$ cat config.mk
export PLATFORM = sky130hd
export DESIGN_NAME = smem_writeback_packer
export DESIGN_NICKNAME = d
export VERILOG_FILES = /design/src/rtl/smem_writeback_packer.sv
export SDC_FILE = /design/constraint.sdc
export NUM_CORES = 2
export LEC_CHECK = 0
export BUFFER_PORTS_ARGS = -buffer_cell sky130_fd_sc_hd__buf_2
export CAP_MARGIN = 20
export CORE_ASPECT_RATIO = 0.9
export CORE_UTILIZATION = 24
export DETAILED_ROUTE_END_ITERATION = 7
export GPL_TIMING_DRIVEN = 1
export PLACE_DENSITY = 0.48
export SETUP_SLACK_MARGIN = 0.1
export SKIP_LAST_GASP = 1
export SYNTH_ARGS = -nofsm -noshare
export SYNTH_HDL_FRONTEND = slang
export SYNTH_SLANG_ARGS = --single-unit
$ cat constraint.sdc
create_clock -name clk -period 135.3 [get_ports clk]
set_input_delay 6.765 -clock clk [delete_from_list [all_inputs] [get_ports clk]]
set_output_delay 6.765 -clock clk [all_outputs]
set_load 0.03 [all_outputs]
$ cat src/rtl/smem_writeback_packer.sv
// Packs 256-bit SMEM/end-of-read records in pairs into 512-bit lines behind a FWFT line FIFO.
// Optional feature: define SMEM_WB_COUNT_EN to count accepted SMEM results on smem_count.
module smem_writeback_packer #(
    parameter int DEPTH = 8
) (
    input  logic         clk,
    input  logic         reset_n,
    input  logic [8:0]   batch_size,
    input  logic         in_valid,
    output logic         in_ready,
    input  logic         in_end,
    input  logic [8:0]   in_read_num,
    input  logic [63:0]  in_x0,
    input  logic [63:0]  in_x1,
    input  logic [63:0]  in_x2,
    input  logic [31:0]  in_info,
    output logic         out_valid,
    output logic [511:0] out_data,
    input  logic         out_ready,
    output logic         batch_done,
    output logic [31:0]  smem_count
);

    localparam int PTR_W = (DEPTH > 1) ? $clog2(DEPTH) : 1;
    localparam int CNT_W = PTR_W + 1;
    localparam logic [CNT_W-1:0] DEPTH_C = CNT_W'(DEPTH);
    localparam logic [255:0] PAD_RECORD = {1'b0, 1'b1, 254'd0};

    typedef enum logic [1:0] {
        ST_IDLE  = 2'd0,
        ST_RUN   = 2'd1,
        ST_FLUSH = 2'd2,
        ST_DONE  = 2'd3
    } state_t;

    function automatic logic [255:0] make_record(
        input logic        is_end,
        input logic [8:0]  read_num,
        input logic [63:0] x0,
        input logic [63:0] x1,
        input logic [63:0] x2,
        input logic [31:0] info
    );
        logic [255:0] rec;
        rec = 256'd0;
        rec[232:224] = read_num;
        if (is_end) begin
            // End markers ignore the interval inputs entirely.
            rec[255] = 1'b1;
        end else begin
            rec[63:0]    = x0;
            rec[127:64]  = x1;
            rec[191:128] = x2;
            rec[223:192] = info;
        end
        return rec;
    endfunction

    state_t             state_r;
    state_t             state_nxt_s;
    logic [255:0]       slot_r;
    logic               slot_full_r;
    logic               flush_pending_r;
    logic [8:0]         end_cnt_r;
    logic [PTR_W-1:0]   wr_ptr_r;
    logic [PTR_W-1:0]   rd_ptr_r;
    logic [CNT_W-1:0]   count_r;
    logic [511:0]       mem_r [DEPTH];

    logic               accept_s;
    logic [255:0]       record_s;
    logic               last_end_s;
    logic               flush_go_s;
    logic               drained_s;
    logic               push_s;
    logic [511:0]       push_line_s;
    logic               pop_s;

    assign batch_done = (state_r == ST_DONE);
    assign in_ready   = reset_n && !batch_done && !flush_pending_r && (count_r < DEPTH_C);
    assign out_valid  = reset_n && (count_r != {CNT_W{1'b0}});
    assign out_data   = out_valid ? mem_r[rd_ptr_r] : 512'd0;

    // Handshake decode and line assembly.
    always_comb begin
        accept_s    = in_valid && in_ready;
        record_s    = make_record(in_end, in_read_num, in_x0, in_x1, in_x2, in_info);
        last_end_s  = accept_s && in_end && (batch_size != 9'd0) &&
                      ((end_cnt_r + 9'd1) == batch_size);
        flush_go_s  = flush_pending_r && (count_r < DEPTH_C);
        drained_s   = (batch_size != 9'd0) && (end_cnt_r == batch_size) &&
                      !flush_pending_r && !slot_full_r && (count_r == {CNT_W{1'b0}});
        pop_s       = out_valid && out_ready;
        push_s      = 1'b0;
        push_line_s = 512'd0;
        if (accept_s && slot_full_r) begin
            push_s      = 1'b1;
            push_line_s = {record_s, slot_r};
        end else if (flush_go_s && slot_full_r) begin
            push_s      = 1'b1;
            push_line_s = {PAD_RECORD, slot_r};
        end else begin
            push_s      = 1'b0;
            push_line_s = 512'd0;
        end
    end

    // Batch state next-state logic.
    always_comb begin
        state_nxt_s = state_r;
        case (state_r)
            ST_IDLE: begin
                if (last_end_s) begin
                    state_nxt_s = ST_FLUSH;
                end else if (accept_s) begin
                    state_nxt_s = ST_RUN;
                end else begin
                    state_nxt_s = ST_IDLE;
                end
            end
            ST_RUN: begin
                if (last_end_s) begin
                    state_nxt_s = ST_FLUSH;
                end else begin
                    state_nxt_s = ST_RUN;
                end
            end
            ST_FLUSH: begin
                if (drained_s) begin
                    state_nxt_s = ST_DONE;
                end else begin
                    state_nxt_s = ST_FLUSH;
                end
            end
            ST_DONE: begin
                state_nxt_s = ST_DONE;
            end
            default: begin
                state_nxt_s = ST_IDLE;
            end
        endcase
    end

    // Batch state register.
    always_ff @(posedge clk) begin
        if (!reset_n) begin
            state_r <= ST_IDLE;
        end else begin
            state_r <= state_nxt_s;
        end
    end

    // Packing slot, end-of-read counter and flush request.
    always_ff @(posedge clk) begin
        if (!reset_n) begin
            slot_r          <= 256'd0;
            slot_full_r     <= 1'b0;
            flush_pending_r <= 1'b0;
            end_cnt_r       <= 9'd0;
        end else begin
            if (accept_s) begin
                if (slot_full_r) begin
                    slot_full_r <= 1'b0;
                end else begin
                    slot_r      <= record_s;
                    slot_full_r <= 1'b1;
                end
                if (in_end) begin
                    end_cnt_r <= end_cnt_r + 9'd1;
                end
                if (last_end_s) begin
                    flush_pending_r <= 1'b1;
                end
            end else if (flush_go_s) begin
                slot_full_r     <= 1'b0;
                flush_pending_r <= 1'b0;
            end
        end
    end

    // Line FIFO pointers and occupancy.
    always_ff @(posedge clk) begin
        if (!reset_n) begin
            wr_ptr_r <= {PTR_W{1'b0}};
            rd_ptr_r <= {PTR_W{1'b0}};
            count_r  <= {CNT_W{1'b0}};
        end else begin
            if (push_s) begin
                wr_ptr_r <= wr_ptr_r + PTR_W'(1);
            end
            if (pop_s) begin
                rd_ptr_r <= rd_ptr_r + PTR_W'(1);
            end
            case ({push_s, pop_s})
                2'b10:   count_r <= count_r + CNT_W'(1);
                2'b01:   count_r <= count_r - CNT_W'(1);
                default: count_r <= count_r;
            endcase
        end
    end

    // Line storage; contents are don't-care once the pointers reset.
    always_ff @(posedge clk) begin
        if (push_s) begin
            mem_r[wr_ptr_r] <= push_line_s;
        end
    end

`ifdef SMEM_WB_COUNT_EN
    logic [31:0] smem_count_r;

    // Accepted SMEM result counter, wraps naturally.
    always_ff @(posedge clk) begin
        if (!reset_n) begin
            smem_count_r <= 32'd0;
        end else if (accept_s && !in_end) begin
            smem_count_r <= smem_count_r + 32'd1;
        end
    end

    assign smem_count = smem_count_r;
`else
    assign smem_count = 32'd0;
`endif

endmodule

==> impl_results.md <==
- RSZ-0062 raised after global routing: false
- CP most frequent cell: buf_4
- Clock slew at reported path FFs: about 60 ps
- Worst-Skew Late Latency: 1060 ps
- Top-count cell post-synth: edfxtp_1
- Register area share after synthesis: between 70% and 80%
- Yosys cell types: 44
- Routed WL: 438000 um
- Worst R2R End: mem_r[4][148]
- Initial Utilization: 24.1%
- Vias per inst: 4.35
- Die height: approximately 770 um
- Fill count: 63800
- Layout Skew: 131 ps
- I/O Buffers: 718
- Sum Neg Setup Slack: 0 ps
- Post-Place Setup Slack: 118640 ps
- Total die area: 0.652 mm2
- CP max stage cell: buf_4
- Slew headroom: between 20% and 30%
- VDD IR max: 11.9 uV
- Min-delay src: slot_r[226]
- Sink Count: about 4000
- Post-synth top cells: 3752 x edfxtp_1, 1169 x nor2_1, 938 x mux4_2
- Core area: 0.646 mm2
- Final antenna-violating net count: 0
- PD cells: 14.0 mW/mm2
- Hold Crit Endpoint: slot_r[226]
- Maximum clock rate: about 60 MHz
- Clock buffer count from CTS: 424
- Vias in the first global route: 82900
- Fin crit period: 16630 ps
- Synthesized area: 0.156 mm2
- Chip Width: about 850 um
- Crit path max fanout: 85
- Tcrit/Tclk final: 12.3%
- TritonCTS clock tree: built
- Initial antenna violation count: between 60 and 70
- Post-layout util: 28.5%
- Post-CTS Setup Repair Bufs: 0
- Max_cap viols: 0
- Max Buffers Root-to-Sink: 4
- Hold depth: 2
- Gp weighted congestion: 0.712
- Fin nets: 9101
- Reg2Reg Setup Slack: 128900 ps
- First-pass GRT wire length: 619000 um
- R2r worst-path depth: 9
- Actual slew at the worst max-slew pin: 1140 ps
- Root Driver: clkbuf_16
- Final Setup Violations: 0
- Fin. max-slew vios: 0
- Inst Count DP: approximately 17000
- Synth Flop Type: edfxtp_1
- Final worst setup slack: 118680 ps
- PostCTS Resize Cnt: 0
- FP Rows: 280
- Element type at the critical path end: primary output
- CP Data Arrival Time: 9860 ps
- Synth area leader: edfxtp_1
- Largest net degree at the start of global routing: 103
- Synth-to-Final Area Change: 18.3%
- Critical path cell sequence: buf_2 -> nand2_4 -> buf_4 -> buf_4 -> buf_4 -> buf_4 -> nor2_1 -> buf_2
- CP Class: in2out
- Synth top area share: ~72%
- RR Startpoint: state_r[1]
- HPWL after detailed placement: 253000 um
- Share of layout cells above drive strength 1: 27.2%
- Iteration-0 DRC Markers: 6103
- CP top delay family: buffers and inverters
- Yosys warnings: 0
- Cell leakage power: 0.0616 uW
- WP data required: approximately 130000 ps
- Drt first pass iters: 8
- Startpoint type of the worst setup path: primary input
- Non-filler instance count after layout: between 15000 and 20000
- Average cell area after synthesis: 19.5 um2
- Ports: 794
- Buf+Inv Stages, Crit Path: 6
- Status: finished, final reports clean
- Via count: 77600
- DR DRC count: 0
- Most area-consuming cells after synthesis: edfxtp_1 72%, mux4_2 14%, dfxtp_1 3.3%
- Hold buffer count at CTS: 0
- Wirelength per Cell: 24.6 um
- Total congestion overflow: 0
- Post-synthesis cell count: 7995
- Seq cells post-synth: about 4000
- Gr usage total: roughly 13%
- H-tree depth: 5
- Worst path max stage delay: 670 ps
- Number of synthesized flops with an enable pin: 3752
- Final Hold Viols: 0
- Post-synth ARST share: 0%
- Worst hold path class: reg2reg
-- per-layer routing --
layer	share of wire (%)	global-route usage [%]	up-vias
li1	-	-	33100
met1	42	16.7	41800
met2	50	22.8	2122
met3	5.2	2.18	555
met4	2.2	2.88	22
met5	0.034	0	-
-- tightest hold or removal path, stage by stage, from the launching register on --
cell     delay (ps)
dfxtp_1         300
nand2_1          50
a21oi_1          50
-- how the worst max path moves through the flow --
stage / start / to / slack [ps] / cells after the start
CTS: reset_n / out_data[417] / 118640 / 8
detailed placement: reset_n / out_data[417] / 118640 / 8
global placement: reset_n / out_data[148] / 118830 / 8
global route: reset_n / out_data[417] / 118400 / 8
finish: reset_n / out_data[417] / 118680 / 8
floorplan: reset_n / mem_r[0][0] / 81010 / 6
-- placed cells by master, fill, tap and decap left out, drive strengths merged, types with 2 or more instances in the layout --
cell type     n
inv          25
nor2       1169
edfxtp     3752
clkinv      137
nand2        41
clkbuf      605
nand3        11
o31ai         3
nor3         12
dfxtp       260
ha            6
xnor2        13
a21oi       241
xor2         14
buf         900
mux2i       472
diode        14
conb         75
nor4bb        2
clkinvlp      8
nor4          4
a211oi        2
or3           4
o21ai         5
and2        244
nand4         3
bufinv       37
nand2b      228
mux4        938
-- area by class of cell --
cell class	count	area (um2)	area share, %
antenna	14	35.0	0.0190
multi-input combinational	3501	35700	19.4
tap	8601	10800	5.84
timing repair buffer	900	5330	2.89
inverter	9	41.3	0.0224
clock inverter	198	2500	1.36
sequential	4012	118000	64.0
clock buffer	605	12000	6.51
-- through the flow --
| step | hold slack (ps) | area [um2] | power, uW |
|---|---|---|---|
| floorplan | 432 | 156000 | 1400 |
| global placement | 445 | 170000 | 1420 |
| detailed placement | 448 | 170000 | 1420 |
| CTS | 456 | 184000 | 2610 |
| global route | 485 | 184000 | 2660 |
| finish | 457 | 184000 | 2580 |
-- power breakdown --
part           internal, uW  leakage, uW  total (uW)  switching (uW)
clock                   692      0.00706        1190             501
sequential             1340       0.0406        1340            1.62
combinational          12.7       0.0139        46.3            33.6
-- sequential cells by signal (all words and copies together), names as in the netlist, named ones only --
name	cells
end_cnt_r	9
slot_r	234
count_r	4
wr_ptr_r	3
mem_r	3752
rd_ptr_r	3
flush_pending_r	1
slot_full_r	1
state_r	2
-- cell families (layout without fill, tap and decap cells) --
| family | count (synthesis) | after routing | synth area share [%] |
|---|---|---|---|
| and+or+nand+nor | 1724 | 1724 | 4.98 |
| muxes | 1410 | 1410 | 16.6 |
| other | 1 | 89 | 0.00241 |
| adders and majority gates | 6 | 6 | 0.0482 |
| buffers and inverters | 556 | 1712 | 1.67 |
| AOI/OAI and AO/OA | 259 | 259 | 0.867 |
| DFF | 4012 | 4012 | 75.7 |
| xor gates and xnor gates | 27 | 27 | 0.152 |
Power figures use the tool's default switching activity.
